$ cat config.mk
export PLATFORM = sky130hd
export DESIGN_NAME = gate_sweep_ctrl
export DESIGN_NICKNAME = d
export VERILOG_FILES = /design/src/rtl/gate_sweep_pkg.sv /design/src/rtl/gate_sweep_ctrl_dwell_timer.sv /design/src/rtl/gate_sweep_ctrl.sv
export SDC_FILE = /design/constraint.sdc
export NUM_CORES = 1
export LEC_CHECK = 0
export ABC_AREA = 1
export BUFFER_PORTS_ARGS = -buffer_cell sky130_fd_sc_hd__buf_4
export CAP_MARGIN = 20
export CORE_UTILIZATION = 25
export CTS_CLUSTER_DIAMETER = 100
export DETAILED_ROUTE_END_ITERATION = 10
export PLACE_DENSITY = 0.47
export SETUP_SLACK_MARGIN = 0.2
export SLEW_MARGIN = 5
export SYNTH_ARGS = -nofsm -noshare
export SYNTH_HDL_FRONTEND = slang
export SYNTH_SLANG_ARGS = --single-unit
$ cat constraint.sdc
create_clock -name clk -period 1.7 [get_ports clk]
set_input_delay 0.17 -clock clk [delete_from_list [all_inputs] [get_ports clk]]
set_output_delay 0.17 -clock clk [all_outputs]
set_load 0.01 [all_outputs]
$ cat src/rtl/gate_sweep_pkg.sv
// Shared types and sizing helpers for the gate_sweep_ctrl truth-table sequencer.
package gate_sweep_pkg;

    typedef enum logic [1:0] {
        SWEEP_IDLE  = 2'd0,
        SWEEP_DRIVE = 2'd1,
        SWEEP_DONE  = 2'd2
    } sweep_state_e;

    function automatic int nv_of(input int n_in);
        return 1 << n_in;
    endfunction

    // A one- or two-cycle dwell still needs a 1-bit counter.
    function automatic int dwell_cnt_w(input int dwell);
        return (dwell > 2) ? $clog2(dwell) : 1;
    endfunction

endpackage

$ cat src/rtl/gate_sweep_ctrl_dwell_timer.sv
// dwell_timer: up-counter that marks the last cycle of each vector's dwell window.
module dwell_timer
    import gate_sweep_pkg::*;
#(
    parameter int DWELL = 4
) (
    input  logic clk,
    input  logic rst,
    input  logic clr,
    input  logic en,
    output logic expire
);

    localparam int CW = dwell_cnt_w(DWELL);
    localparam logic [CW-1:0] LAST = CW'(DWELL - 1);

    logic [CW-1:0] cnt_q, cnt_d;

    assign expire = (cnt_q == LAST);

    // Wrap to zero on expiry so the next vector starts a fresh window.
    always_comb begin
        cnt_d = cnt_q;
        if (clr) begin
            cnt_d = '0;
        end else if (en) begin
            cnt_d = expire ? '0 : cnt_q + 1'b1;
        end
    end

    always_ff @(posedge clk or posedge rst) begin
        if (rst) begin
            cnt_q <= '0;
        end else begin
            cnt_q <= cnt_d;
        end
    end

endmodule

$ cat src/rtl/gate_sweep_ctrl.sv
// gate_sweep_ctrl: walks every input vector of a gate under test and builds its truth table.
// Define GATE_SWEEP_EARLY_STOP_EN to end the sweep on the first mismatching sample.
module gate_sweep_ctrl
    import gate_sweep_pkg::*;
#(
    parameter int N_IN  = 2,
    parameter int DWELL = 4,
    localparam int NV   = nv_of(N_IN)
) (
    input  logic            clk,
    input  logic            rst,
    input  logic            start,
    input  logic [NV-1:0]   expected,
    input  logic            gate_y,
    output logic [N_IN-1:0] vec_out,
    output logic            busy,
    output logic            done,
    output logic            pass,
    output logic [NV-1:0]   table_out,
    output logic [N_IN-1:0] fail_idx
);

    localparam logic [N_IN-1:0] LAST_VEC = N_IN'(NV - 1);

    sweep_state_e    state_q, state_d;
    logic [N_IN-1:0] vec_q, vec_d;
    logic [NV-1:0]   exp_q, exp_d;
    logic [NV-1:0]   table_q, table_d;
    logic            pass_q, pass_d;
    logic [N_IN-1:0] fail_idx_q, fail_idx_d;
    logic            fail_seen_q, fail_seen_d;

    logic tmr_clr, tmr_en, tmr_expire;
    logic sample_bad;

    dwell_timer #(
        .DWELL (DWELL)
    ) u_dwell_timer (
        .clk    (clk),
        .rst    (rst),
        .clr    (tmr_clr),
        .en     (tmr_en),
        .expire (tmr_expire)
    );

    assign sample_bad = (gate_y != exp_q[vec_q]);

    always_comb begin
        state_d     = state_q;
        vec_d       = vec_q;
        exp_d       = exp_q;
        table_d     = table_q;
        pass_d      = pass_q;
        fail_idx_d  = fail_idx_q;
        fail_seen_d = fail_seen_q;
        tmr_clr     = 1'b1;
        tmr_en      = 1'b0;

        unique case (state_q)
            SWEEP_IDLE: begin
                if (start) begin
                    state_d     = SWEEP_DRIVE;
                    exp_d       = expected;
                    table_d     = '0;
                    pass_d      = 1'b0;
                    fail_idx_d  = '0;
                    fail_seen_d = 1'b0;
                    vec_d       = '0;
                end
            end

            SWEEP_DRIVE: begin
                tmr_clr = 1'b0;
                tmr_en  = 1'b1;
                // Sample on the last cycle of the dwell so the gate has had the full window to settle.
                if (tmr_expire) begin
                    table_d[vec_q] = gate_y;
                    if (sample_bad && !fail_seen_q) begin
                        fail_seen_d = 1'b1;
                        fail_idx_d  = vec_q;
                    end
                    if (vec_q == LAST_VEC) begin
                        state_d = SWEEP_DONE;
                        pass_d  = (table_d == exp_q);
                    end else begin
                        vec_d = vec_q + 1'b1;
                    end
`ifdef GATE_SWEEP_EARLY_STOP_EN
                    if (sample_bad) begin
                        state_d = SWEEP_DONE;
                        vec_d   = vec_q;
                        pass_d  = 1'b0;
                    end
`endif
                end
            end

            SWEEP_DONE: begin
                state_d = SWEEP_IDLE;
                vec_d   = '0;
            end

            default: begin
                state_d = SWEEP_IDLE;
                vec_d   = '0;
            end
        endcase
    end

    always_ff @(posedge clk or posedge rst) begin
        if (rst) begin
            state_q     <= SWEEP_IDLE;
            vec_q       <= '0;
            exp_q       <= '0;
            table_q     <= '0;
            pass_q      <= 1'b0;
            fail_idx_q  <= '0;
            fail_seen_q <= 1'b0;
        end else begin
            state_q     <= state_d;
            vec_q       <= vec_d;
            exp_q       <= exp_d;
            table_q     <= table_d;
            pass_q      <= pass_d;
            fail_idx_q  <= fail_idx_d;
            fail_seen_q <= fail_seen_d;
        end
    end

    assign vec_out   = vec_q;
    assign busy      = (state_q == SWEEP_DRIVE);
    assign done      = (state_q == SWEEP_DONE);
    assign pass      = pass_q;
    assign table_out = table_q;
    assign fail_idx  = fail_idx_q;

endmodule

==> key figures, run 1 <==
Run
  – Max cap viols: 0

Run status
  – Status: complete, no violations

Timing
  – Final Hold Viols: 0
  – Minimum clock period: 1405 ps
  – Final setup viols: 0
  – Final TNS setup: 0 ps
  – Unrepaired setup endpoints after global routing: false
  – Worst-Margin Slew: 738.5 ps
  – Clock Skew: 1.194 ps
  – Slew Viols, Final: 0
  – Final WS setup: 294.6 ps
  – Worst hold slack: 40.11 ps
  – Crit share post-route: 82.67%
  – Fmax: 711.5 MHz
  – Worst relative slew slack: 50.71%

Setup path
  – Crit path arrival time: 1600 ps
  – Startpoint types: flop
  – R2r worst-path depth: 7
  – Worst-path fanout max: 5
  – Worst r2r src: vec_out[1]$_DFFE_PP0P_
  – R2R setup slack: 290 ps
  – CP Capture Type: flop
  – CP Class: reg -> reg
  – Req. time, crit path: 1900 ps
  – Critical path origin: vec_out[1]$_DFFE_PP0P_
  – Worst setup endpoint: pass$_DFFE_PP0P_
  – Reg2Reg Capture Point: pass$_DFFE_PP0P_

Finish
  – Commonest non-fill, non-tap cell in the layout: nand2_1
  – Layout area overhead: 25.55%
  – Most frequent cells in the layout: 27 x nand2_1, 21 x buf_4, 17 x dfrtp_1
  – Diodes inserted: 0
  – Fin util: 33.83%
  – Ratio of cells with drive above 1 in the final layout: 30.87%
  – Post-route design area: 0.001285 mm^2
  – Layout net count: 164
  – # fillers: 421
  – Fin cells: 197

Power and ir drop
  – Switching part of the total: 44.96%
  – Comb power frac: 56.4%
  – Sequential Power Share: 31.3%
  – Total Power: 2.480 mW
  – Clock group share of total power: 12.3%
  – Leakage: 0.6536 nW
  – Pwr/cell area: 1930 mW/mm^2
  – Max VDD drop: 0.7241 mV
  – P_sw: 1.115 mW
  – Internal Power: 1.365 mW

Floorplan
  – Core ar.: 0.003799 mm^2
  – Initial Utilization: 26.94%
  – Die height: 65.99 um
  – IO Pins: 19
  – Die area: 0.004354 mm^2
  – Die width: 65.99 um
  – Row cnt: 22

Place
  – Dpl ws: 116.1 ps
  – IO buf count: 18
  – Final weighted congestion in routability-driven placement: 0.8243
  – Placed Cells: 193
  – Final HPWL DP: 1713 um
  – Placed cell areas: 0.001222 mm^2

Drt
  – DR WL/cell: 11.24 um
  – Via Count: 878
  – DR pass1 iterations: 4
  – DRC: 0
  – Total wire length: 2215 um
  – Vias/cell: 4.457
  – Initial DRC count: 11
  – Antenna-violating nets left: 0

Global route
  – Initial antenna violation count: 0
  – Vias in the first global route: 828
  – GRT Residual Overflow: 0
  – Global-route wire length before repair: 3753 um
  – Largest net degree at the start of global routing: 19
  – GRT Total Usage: 11.41%

Clock network
  – Hold Buf Count CTS: 0
  – H-tree depth: 1
  – CTS Sinks: 18
  – Clk Latency, worst-skew pair: 260 ps
  – CTS tree: built
  – Clock slew at reported path FFs: 70 ps
  – Clock Path Buffers: 2
  – Cts bufs inserted: 3
  – Clk root buf: clkbuf_8

Logic synthesis
  – Commonest register cell after synthesis: dfrtp_1
  – Cell variety after synth: 23
  – Syn_area_per_cell: 8.123 um^2
  – #FFs+latches synth: 18
  – Cell count after synthesis: 126
  – Syn Nets: 139
  – Sequential share of the synthesized area: 44.01%
  – Fraction of registers with async set/reset: 100.0%
  – Post-synth EDFFs: 0
  – Synth warnings: 0
  – Netlist Area Pre-Place: 0.001023 mm^2

Min path
  – Min-Delay Path Class: in -> async
## Yosys cell counts (all sizes together) (2+ instances only)
| cell type | count | area [um^2] |
|---|---|---|
| nand3 | 14 | 70.07 |
| mux2 | 2 | 22.52 |
| o21ai | 10 | 53.80 |
| ha | 5 | 62.56 |
| nand2 | 32 | 147.6 |
| inv | 19 | 73.83 |
| a21oi | 4 | 23.77 |
| nor2 | 17 | 78.83 |
| dfrtp | 18 | 450.4 |
## critical path, stage by stage (launching register included)
cell and delay (ps):
dfrtp_2 410, inv_2 70, ha_1 200, o21ai_1 250, nor2_1 90, nor3b_2 180, nand3_1 80, nand2_1 60
## cell families (layout without fill, tap and decap cells)
family / Yosys count / in the layout / synth area share (%)
AND/OR/NAND/NOR: 65 / 65 / 30.32
multiplexers: 2 / 2 / 2.200
flip-flops: 18 / 18 / 44.01
buffers and inverters: 20 / 43 / 8.314
adder cells (fa/ha/maj): 5 / 5 / 6.112
AO/OA/AOI/OAI: 16 / 16 / 9.047
## state kept, by name, summed over array words and instances, names as in the netlist
name and cells:
table_out 4, vec_out 2, pass 1, fail_idx 2, exp_q 4, u_dwell_timer.cnt_q 2, fail_seen_q 1, state_q 2
## worst min-delay path by stage
stage	from	end	slack, ps	depth (start not counted)
finish	rst	u_dwell_timer.cnt_q[1]$_DFF_PP0_	40	2
CTS	rst	u_dwell_timer.cnt_q[1]$_DFF_PP0_	60	2
global placement	rst	u_dwell_timer.cnt_q[1]$_DFF_PP0_	340	2
detailed placement	rst	u_dwell_timer.cnt_q[1]$_DFF_PP0_	350	2
global route	rst	vec_out[0]$_DFFE_PP0P_	100	2
floorplan	rst	exp_q[0]$_DFFE_PP0P_	110	1
## layout make-up
cell class / instances / area, um^2 / area share [%]
multi-input combinational: 88 / 500.5 / 38.95
sequential: 18 / 451.7 / 35.15
timing repair buffer: 21 / 157.7 / 12.27
inverter: 19 / 73.82 / 5.745
tap: 48 / 60.06 / 4.674
clock buffer: 3 / 41.29 / 3.213
## power groups by stage
stage	combinational [mW]	clock, mW	sequential (mW)
final	1.40	0.305	0.776
after detailed placement	1.35	0	0.784
after floorplan	0.915	0	0.793
after global placement	1.35	0	0.777
after global routing	1.58	0.334	0.809
after CTS	1.39	0.320	0.771
## what timing repair did
item	in CTS	in global routing
gates cloned	0	0
setup buffers	1	0
resized for setup	3	7
setup endpoints to repair	2	4
## metal layers
layer / vias up / global-route usage (%) / share of wire (%) / wire length, um
met2: 17 / 18.75 / 48 / 1061
met5: - / 0 / 0 / 0
li1: 445 / - / - / -
met4: 0 / 3.191 / 0.63 / 14
met1: 414 / 14.24 / 48 / 1053
met3: 2 / 3.621 / 3.8 / 85
No activity file was read; power rests on OpenSTA's default activity.
==> run 2, diff against run 1 <==
ABC_AREA = 0   (was 1)
PLACE_DENSITY = 0.49   (was 0.47)
clock period = 1.2 ns   (was 1.7 ns; I/O delays follow)
==> key figures, run 2 <==
Finish
  – Commonest non-fill, non-tap cell in the layout: buf_4 (was nand2_1)
  – Fin cells: 205 (was 197)
  – Ratio of cells with drive above 1 in the final layout: 57.96% (was 30.87%)
  – Diodes inserted: 0 (unchanged)
  – Layout net count: 171 (was 164)
  – Layout area overhead: 77.93% (was 25.55%)
  – # fillers: 353 (was 421)
  – Most frequent cells in the layout: 40 x buf_4, 17 x nand2_1, 17 x buf_6 (was 27 x nand2_1, 21 x buf_4, 17 x dfrtp_1)
  – Post-route design area: 0.001745 mm^2 (was 0.001285 mm^2)
  – Fin util: 46.97% (was 33.83%)

Logic synthesis
  – Post-synth EDFFs: 0 (unchanged)
  – Synth warnings: 0 (unchanged)
  – Largest area contributor in the netlist: dfrtp_1 (unchanged)
  – Yosys top cell area share: 45.92% (was 44.01%)
  – Syn_area_per_cell: 10.01 um^2 (was 8.123 um^2)
  – Commonest register cell after synthesis: dfrtp_1 (unchanged)
  – Syn Nets: 111 (was 139)
  – Commonest cells in the netlist: 22 x nand2_1, 18 x dfrtp_1, 9 x mux2i_1 (was 27 x nand2_1, 18 x dfrtp_1, 16 x inv_1)
  – Cell count after synthesis: 98 (was 126)
  – Netlist Area Pre-Place: 980.9 um^2 (was 0.001023 mm^2)
  – Synth area leaders: dfrtp_1 46%, mux2i_1 9.2%, nand2_1 8.4%, ha_1 6.4%, xnor2_1 3.6% (was dfrtp_1 44%, nand2_1 9.9%, nand3_1 6.8%, ha_1 6.1%, inv_1 5.9%)
  – Top-count cell post-synth: nand2_1 (unchanged)
  – Sequential share of the synthesized area: 45.92% (was 44.01%)
  – Fraction of registers with async set/reset: 100.0% (unchanged)
  – #FFs+latches synth: 18 (unchanged)
  – Cell variety after synth: 29 (was 23)

Floorplan
  – Die width: 64.64 um (was 65.99 um)
  – Row cnt: 22 (unchanged)
  – Die height: 64.64 um (was 65.99 um)
  – Initial Utilization: 26.40% (was 26.94%)
  – Die area: 0.004178 mm^2 (was 0.004354 mm^2)
  – IO Pins: 19 (unchanged)
  – Core ar.: 0.003716 mm^2 (was 0.003799 mm^2)

Min path
  – Hold Path End: exp_q[3]$_DFFE_PP0P_
  – Min-Delay Path Class: in -> reg (was in -> async)
  – Hold_sp: expected[3]
  – Hold Path Cell Cnt: 3

Drt
  – Via Count: 902 (was 878)
  – DR pass1 iterations: 4 (unchanged)
  – Antenna-violating nets left: 0 (unchanged)
  – Total wire length: 2541 um (was 2215 um)
  – DR WL/cell: 12.40 um (was 11.24 um)
  – DRC: 0 (unchanged)
  – Initial DRC count: 27 (was 11)
  – Vias/cell: 4.400 (was 4.457)

Run status
  – Status: complete, but fails checks (was complete, no violations)
  – Failing checks: setup timing

Setup path
  – CP Capture Type: flop (unchanged)
  – CP Class: reg -> reg (unchanged)
  – Worst-path fanout max: 3 (was 5)
  – Reg2Reg Capture Point: pass$_DFFE_PP0P_ (unchanged)
  – Crit path arrival time: 1740 ps (was 1600 ps)
  – Startpoint types: flop (unchanged)
  – Req. time, crit path: 1350 ps (was 1900 ps)
  – R2R setup slack: -400 ps (was 290 ps)
  – R2r worst-path depth: 7 (unchanged)
  – Worst r2r src: vec_out[0]$_DFFE_PP0P_ (was vec_out[1]$_DFFE_PP0P_)

Global route
  – Met3 Track Usage GR: 3.169% (was 3.621%)
  – Initial antenna violation count: 0 (unchanged)
  – GRT Residual Overflow: 0 (unchanged)
  – Global-route wire length before repair: 4381 um (was 3753 um)
  – M1 GR Usage: 18.80% (was 14.24%)
  – Vias in the first global route: 898 (was 828)
  – Met2 GRT Util: 22.11% (was 18.75%)
  – Largest net degree at the start of global routing: 19 (unchanged)
  – GRT Total Usage: 14.06% (was 11.41%)
  – GR peak layer: met2 (unchanged)

Place
  – Placed cell areas: 0.001403 mm^2 (was 0.001222 mm^2)
  – Dpl ws: -427.3 ps (was 116.1 ps)
  – Final weighted congestion in routability-driven placement: 0.7553 (was 0.8243)
  – Final HPWL DP: 1734 um (was 1713 um)
  – Placed Cells: 188 (was 193)
  – IO buf count: 18 (unchanged)

Timing
  – Final Hold Viols: 0 (unchanged)
  – Worst hold slack: 60.90 ps (was 40.11 ps)
  – Worst-Margin Slew: 245.3 ps (was 738.5 ps)
  – Final setup viols: 12 (was 0)
  – Final WS setup: -396.7 ps (was 294.6 ps)
  – Crit share post-route: 133.1% (was 82.67%)
  – Worst relative slew slack: 83.65% (was 50.71%)
  – Clock Skew: 5.028 ps (was 1.194 ps)
  – Unrepaired setup endpoints after global routing: true (was false)
  – Slew Viols, Final: 0 (unchanged)
  – Final TNS setup: -2278 ps (was 0 ps)
  – Fmax: 626.3 MHz (was 711.5 MHz)
  – Minimum clock period: 1597 ps (was 1405 ps)

Clock network
  – Clock Path Buffers: 2 (unchanged)
  – Clk root buf: clkbuf_8 (unchanged)
  – Cts bufs inserted: 3 (unchanged)
  – Clock slew at reported path FFs: 70 ps (about the same)
  – CTS Sinks: 18 (unchanged)
  – Clk Latency, worst-skew pair: 250 ps (was 260 ps)
  – H-tree depth: 1 (unchanged)
  – CTS tree: built (unchanged)

Power and ir drop
  – Pwr/cell area: 2577 mW/mm^2 (was 1930 mW/mm^2)
  – Total Power: 4.497 mW (was 2.480 mW)
  – Max VDD drop: 1.056 mV (was 0.7241 mV)
  – Leakage: 0.8199 nW (was 0.6536 nW)

Run
  – Max cap viols: 0 (unchanged)
[run 2: cell count changes after synthesis, moves of 3 or more]
cell	change
nand2_1	-5
nor2_1	-6
nor3_1	+3
inv_1	-12
nand2_4	-3
mux2i_1	+9
o21ai_0	-4
nand3_1	-14
nor2_2	-3
xnor2_1	+4
[run 2: repair_timing]
item / 4_1_cts / 5_1_grt
buffers inserted: 8 / 4
hold endpoints to repair: 18 / 0
endpoints found under the setup margin: 22 / 23
pin swaps: 11 / 9
resized for setup: 31 / 15
hold buffers: 1 / 0
[run 2: final cells by class]
cell class	count	area (um^2)	area share, %
Inverter	4	15.01	0.8602
Multi-Input combinational cell	73	660.6	37.85
Timing Repair Buffer	58	501.7	28.75
Tap cell	48	60.06	3.441
Clock buffer	4	55.05	3.154
Sequential cell	18	452.9	25.95
[run 2: worst max-delay path, cell delays in order (launching register included)]
cell     delay (ps)
dfrtp_2         430
buf_6           130
buf_6           110
ha_4            160
mux2i_2         190
xnor2_1         150
nor3_2           80
a32o_1          250
[run 2: worst max path at each step]
stage / from / to / cells after the start
after floorplan: vec_out[0]$_DFFE_PP0P_ / fail_idx[0]$_DFFE_PP0P_ / 4
final: vec_out[0]$_DFFE_PP0P_ / pass$_DFFE_PP0P_ / 7
after CTS: vec_out[0]$_DFFE_PP0P_ / fail_idx[0]$_DFFE_PP0P_ / 4
after global routing: vec_out[0]$_DFFE_PP0P_ / pass$_DFFE_PP0P_ / 7
after detailed placement: vec_out[0]$_DFFE_PP0P_ / fail_idx[0]$_DFFE_PP0P_ / 4
after global placement: vec_out[0]$_DFFE_PP0P_ / fail_idx[0]$_DFFE_PP0P_ / 4
[run 2: cells by family (layout without fill, tap and decap cells)]
| family | Yosys count | after routing | share of synthesized area [%] |
|---|---|---|---|
| AO/OA/AOI/OAI | 11 | 11 | 8.036 |
| XOR/XNOR | 6 | 6 | 6.123 |
| adder cells (fa/ha/maj) | 5 | 5 | 6.378 |
| buffers and inverters | 7 | 66 | 2.933 |
| flip-flops | 18 | 18 | 45.92 |
| multiplexers | 10 | 10 | 11.48 |
| AND/OR/NAND/NOR | 41 | 41 | 19.13 |
[run 2: per-layer routing]
| metal | up-vias | part of all wire (%) |
|---|---|---|
| met2 | 22 | 48 |
| met3 | 2 | 3.3 |
| met1 | 428 | 47 |
| met4 | 0 | 1.3 |
| met5 | - | 0 |
| li1 | 450 | - |
[run 2: power breakdown]
| group | switching (mW) | internal [mW] |
|---|---|---|
| sequential | 0.220 | 0.857 |
| clock | 0.209 | 0.292 |
| combinational | 1.21 | 1.71 |
| total | 1.64 | 2.86 |
==> run 3, diff against run 2 <==
BUFFER_PORTS_ARGS = not set   (was -buffer_cell sky130_fd_sc_hd__buf_4)
DONT_BUFFER_PORTS = 1   (was not set)
PLACE_DENSITY = not set   (was 0.49)
==> key figures, run 3 (synthesis gave the netlist of run 2 again) <==
Run status
  – Status: complete, but fails checks (unchanged)
  – Failing checks: setup timing (unchanged)

Clock network
  – Clock slew at reported path FFs: 70 ps (about the same)
  – Clock Path Buffers: 2 (unchanged)
  – Clk root buf: clkbuf_8 (unchanged)
  – Cts bufs inserted: 3 (unchanged)
  – Clk Latency, worst-skew pair: 260 ps (was 250 ps)
  – CTS Sinks: 18 (unchanged)
  – H-tree depth: 1 (unchanged)
  – CTS tree: built (unchanged)

Floorplan
  – Row cnt: 22 (unchanged)
  – Core ar.: 0.003716 mm^2 (unchanged)
  – IO Pins: 19 (unchanged)
  – Die width: 64.64 um (unchanged)
  – Die area: 0.004178 mm^2 (unchanged)
  – Die height: 64.64 um (unchanged)
  – Initial Utilization: 26.40% (unchanged)

Place
  – Final weighted congestion in routability-driven placement: 0.7809 (was 0.7553)
  – IO buf count: 0 (was 18)
  – Placed cell areas: 0.001305 mm^2 (was 0.001403 mm^2)
  – Dpl ws: -419.9 ps (was -427.3 ps)
  – Final HPWL DP: 1844 um (was 1734 um)

Drt
  – Vias/cell: 4.507 (was 4.400)
  – Initial DRC count: 16 (was 27)
  – DR WL/cell: 13.51 um (was 12.40 um)
  – Antenna-violating nets left: 0 (unchanged)
  – DR pass1 iterations: 4 (unchanged)
  – Via Count: 915 (was 902)
  – DRC: 0 (unchanged)
  – Total wire length: 2742 um (was 2541 um)

Setup path
  – CP Capture Type: flop (unchanged)
  – Worst-path fanout max: 3 (unchanged)
  – CP Class: reg -> reg (unchanged)
  – Req. time, crit path: 1380 ps (was 1350 ps)
  – Crit path arrival time: 1770 ps (was 1740 ps)
  – Startpoint types: flop (unchanged)
  – R2R setup slack: -390 ps (was -400 ps)

Timing
  – Final WS setup: -388.5 ps (was -396.7 ps)
  – Slew Viols, Final: 0 (unchanged)
  – Final setup viols: 15 (was 12)
  – Final Hold Viols: 0 (unchanged)
  – Worst hold slack: 76.15 ps (was 60.90 ps)
  – Clock Skew: 1.952 ps (was 5.028 ps)
  – Worst relative slew slack: 83.36% (was 83.65%)
  – Crit share post-route: 132.4% (was 133.1%)
  – Worst-Margin Slew: 249.6 ps (was 245.3 ps)
  – Unrepaired setup endpoints after global routing: true (unchanged)
  – Fmax: 629.5 MHz (was 626.3 MHz)
  – Final TNS setup: -2470 ps (was -2278 ps)
  – Minimum clock period: 1589 ps (was 1597 ps)

Run
  – Max cap viols: 0 (unchanged)

Finish
  – Ratio of cells with drive above 1 in the final layout: 57.42% (was 57.96%)
  – Diodes inserted: 0 (unchanged)
  – Most frequent cells in the layout: 37 x buf_4, 17 x nand2_1, 15 x dfrtp_1 (was 40 x buf_4, 17 x nand2_1, 17 x buf_6)
  – Post-route design area: 0.001735 mm^2 (was 0.001745 mm^2)
  – Layout net count: 169 (was 171)
  – # fillers: 338 (was 353)
  – Commonest non-fill, non-tap cell in the layout: buf_4 (unchanged)
  – Flip-flop and latch area: 454.2 um^2 (was 452.9 um^2)
  – Area of the multi-input gates: 663.1 um^2 (was 660.6 um^2)
  – Fin util: 46.70% (was 46.97%)
  – Layout area overhead: 76.91% (was 77.93%)

Global route
  – Vias in the first global route: 1003 (was 898)
  – Largest net degree at the start of global routing: 19 (unchanged)
  – GRT Total Usage: 14.66% (was 14.06%)
  – Initial antenna violation count: 0 (unchanged)
  – GRT Residual Overflow: 0 (unchanged)
  – Global-route wire length before repair: 4574 um (was 4381 um)

Power and ir drop
  – Leakage: 0.7995 nW (was 0.8199 nW)
  – Max VDD drop: 0.8584 mV (was 1.056 mV)
  – Pwr/cell area: 2689 mW/mm^2 (was 2577 mW/mm^2)

Min path
  – Min-Delay Path Class: in -> reg (unchanged)
[run 3: changes by cell type in the layout (fill, tap and decap cells not counted), sizes merged]
cell,delta
dlygate4sd3,+4
buf,-6
[run 3: layout make-up]
type	count	area share, %
clock buffer	4	3.172
timing repair buffer	56	27.97
tap	48	3.461
inverter	4	1.009
sequential	18	26.17
multi-input combinational	73	38.21
[run 3: critical path: stages (launching register included)]
cell     delay, ps
dfrtp_2        400
mux4_2         530
xnor2_2        160
nor3_2         200
mux2i_1        230
[run 3: power by group]
part,internal [mW],leakage [nW],total [mW],switching (mW)
logic,1.83,0.549,3.05,1.23
registers,0.859,0.222,1.10,0.242
clock network,0.292,0.0288,0.512,0.219
total,2.98,0.799,4.67,1.69
[run 3: worst paths after layout]
kind | start | endpoint | cells past startpoint
min reg2reg | fail_seen_q$_DFFE_PP0P_ | fail_seen_q$_DFFE_PP0P_ | 2
max in group asynchronous | rst | state_q[0]$_DFFE_PP0P_ | 3
max | vec_out[0]$_DFFE_PP0P_ | fail_idx[1]$_DFFE_PP0P_ | 4
min in group asynchronous | rst | exp_q[0]$_DFFE_PP0P_ | 3
max reg2reg | vec_out[0]$_DFFE_PP0P_ | fail_idx[1]$_DFFE_PP0P_ | 4
min | start | state_q[0]$_DFFE_PP0P_ | 2
[run 3: through the flow]
step / power [mW] / std cells
global placement: 3.066 / 175
finish: 4.666 / 203
CTS: 4.355 / 197
floorplan: 2.230 / 98
detailed placement: 3.116 / 175
global route: 4.974 / 203
[run 3: what timing repair did]
action                     4_1_cts  5_1_grt
hold buffers                     5        0
buffers inserted                13        6
resized for setup               38       10
hold endpoints to repair        22        0
pin swaps                       16        7
setup endpoints to repair       20       22
[run 3: layer usage]
layer / wire [um] / global-route usage [%] / vias to the layer above / part of all wire [%]
li1: - / - / 444 / -
met1: 1185 / 17.37 / 450 / 43
met2: 1396 / 25.00 / 16 / 51
met3: 114 / 3.873 / 5 / 4.2
met4: 46 / 5.833 / 0 / 1.7
met5: 0 / 0 / - / 0
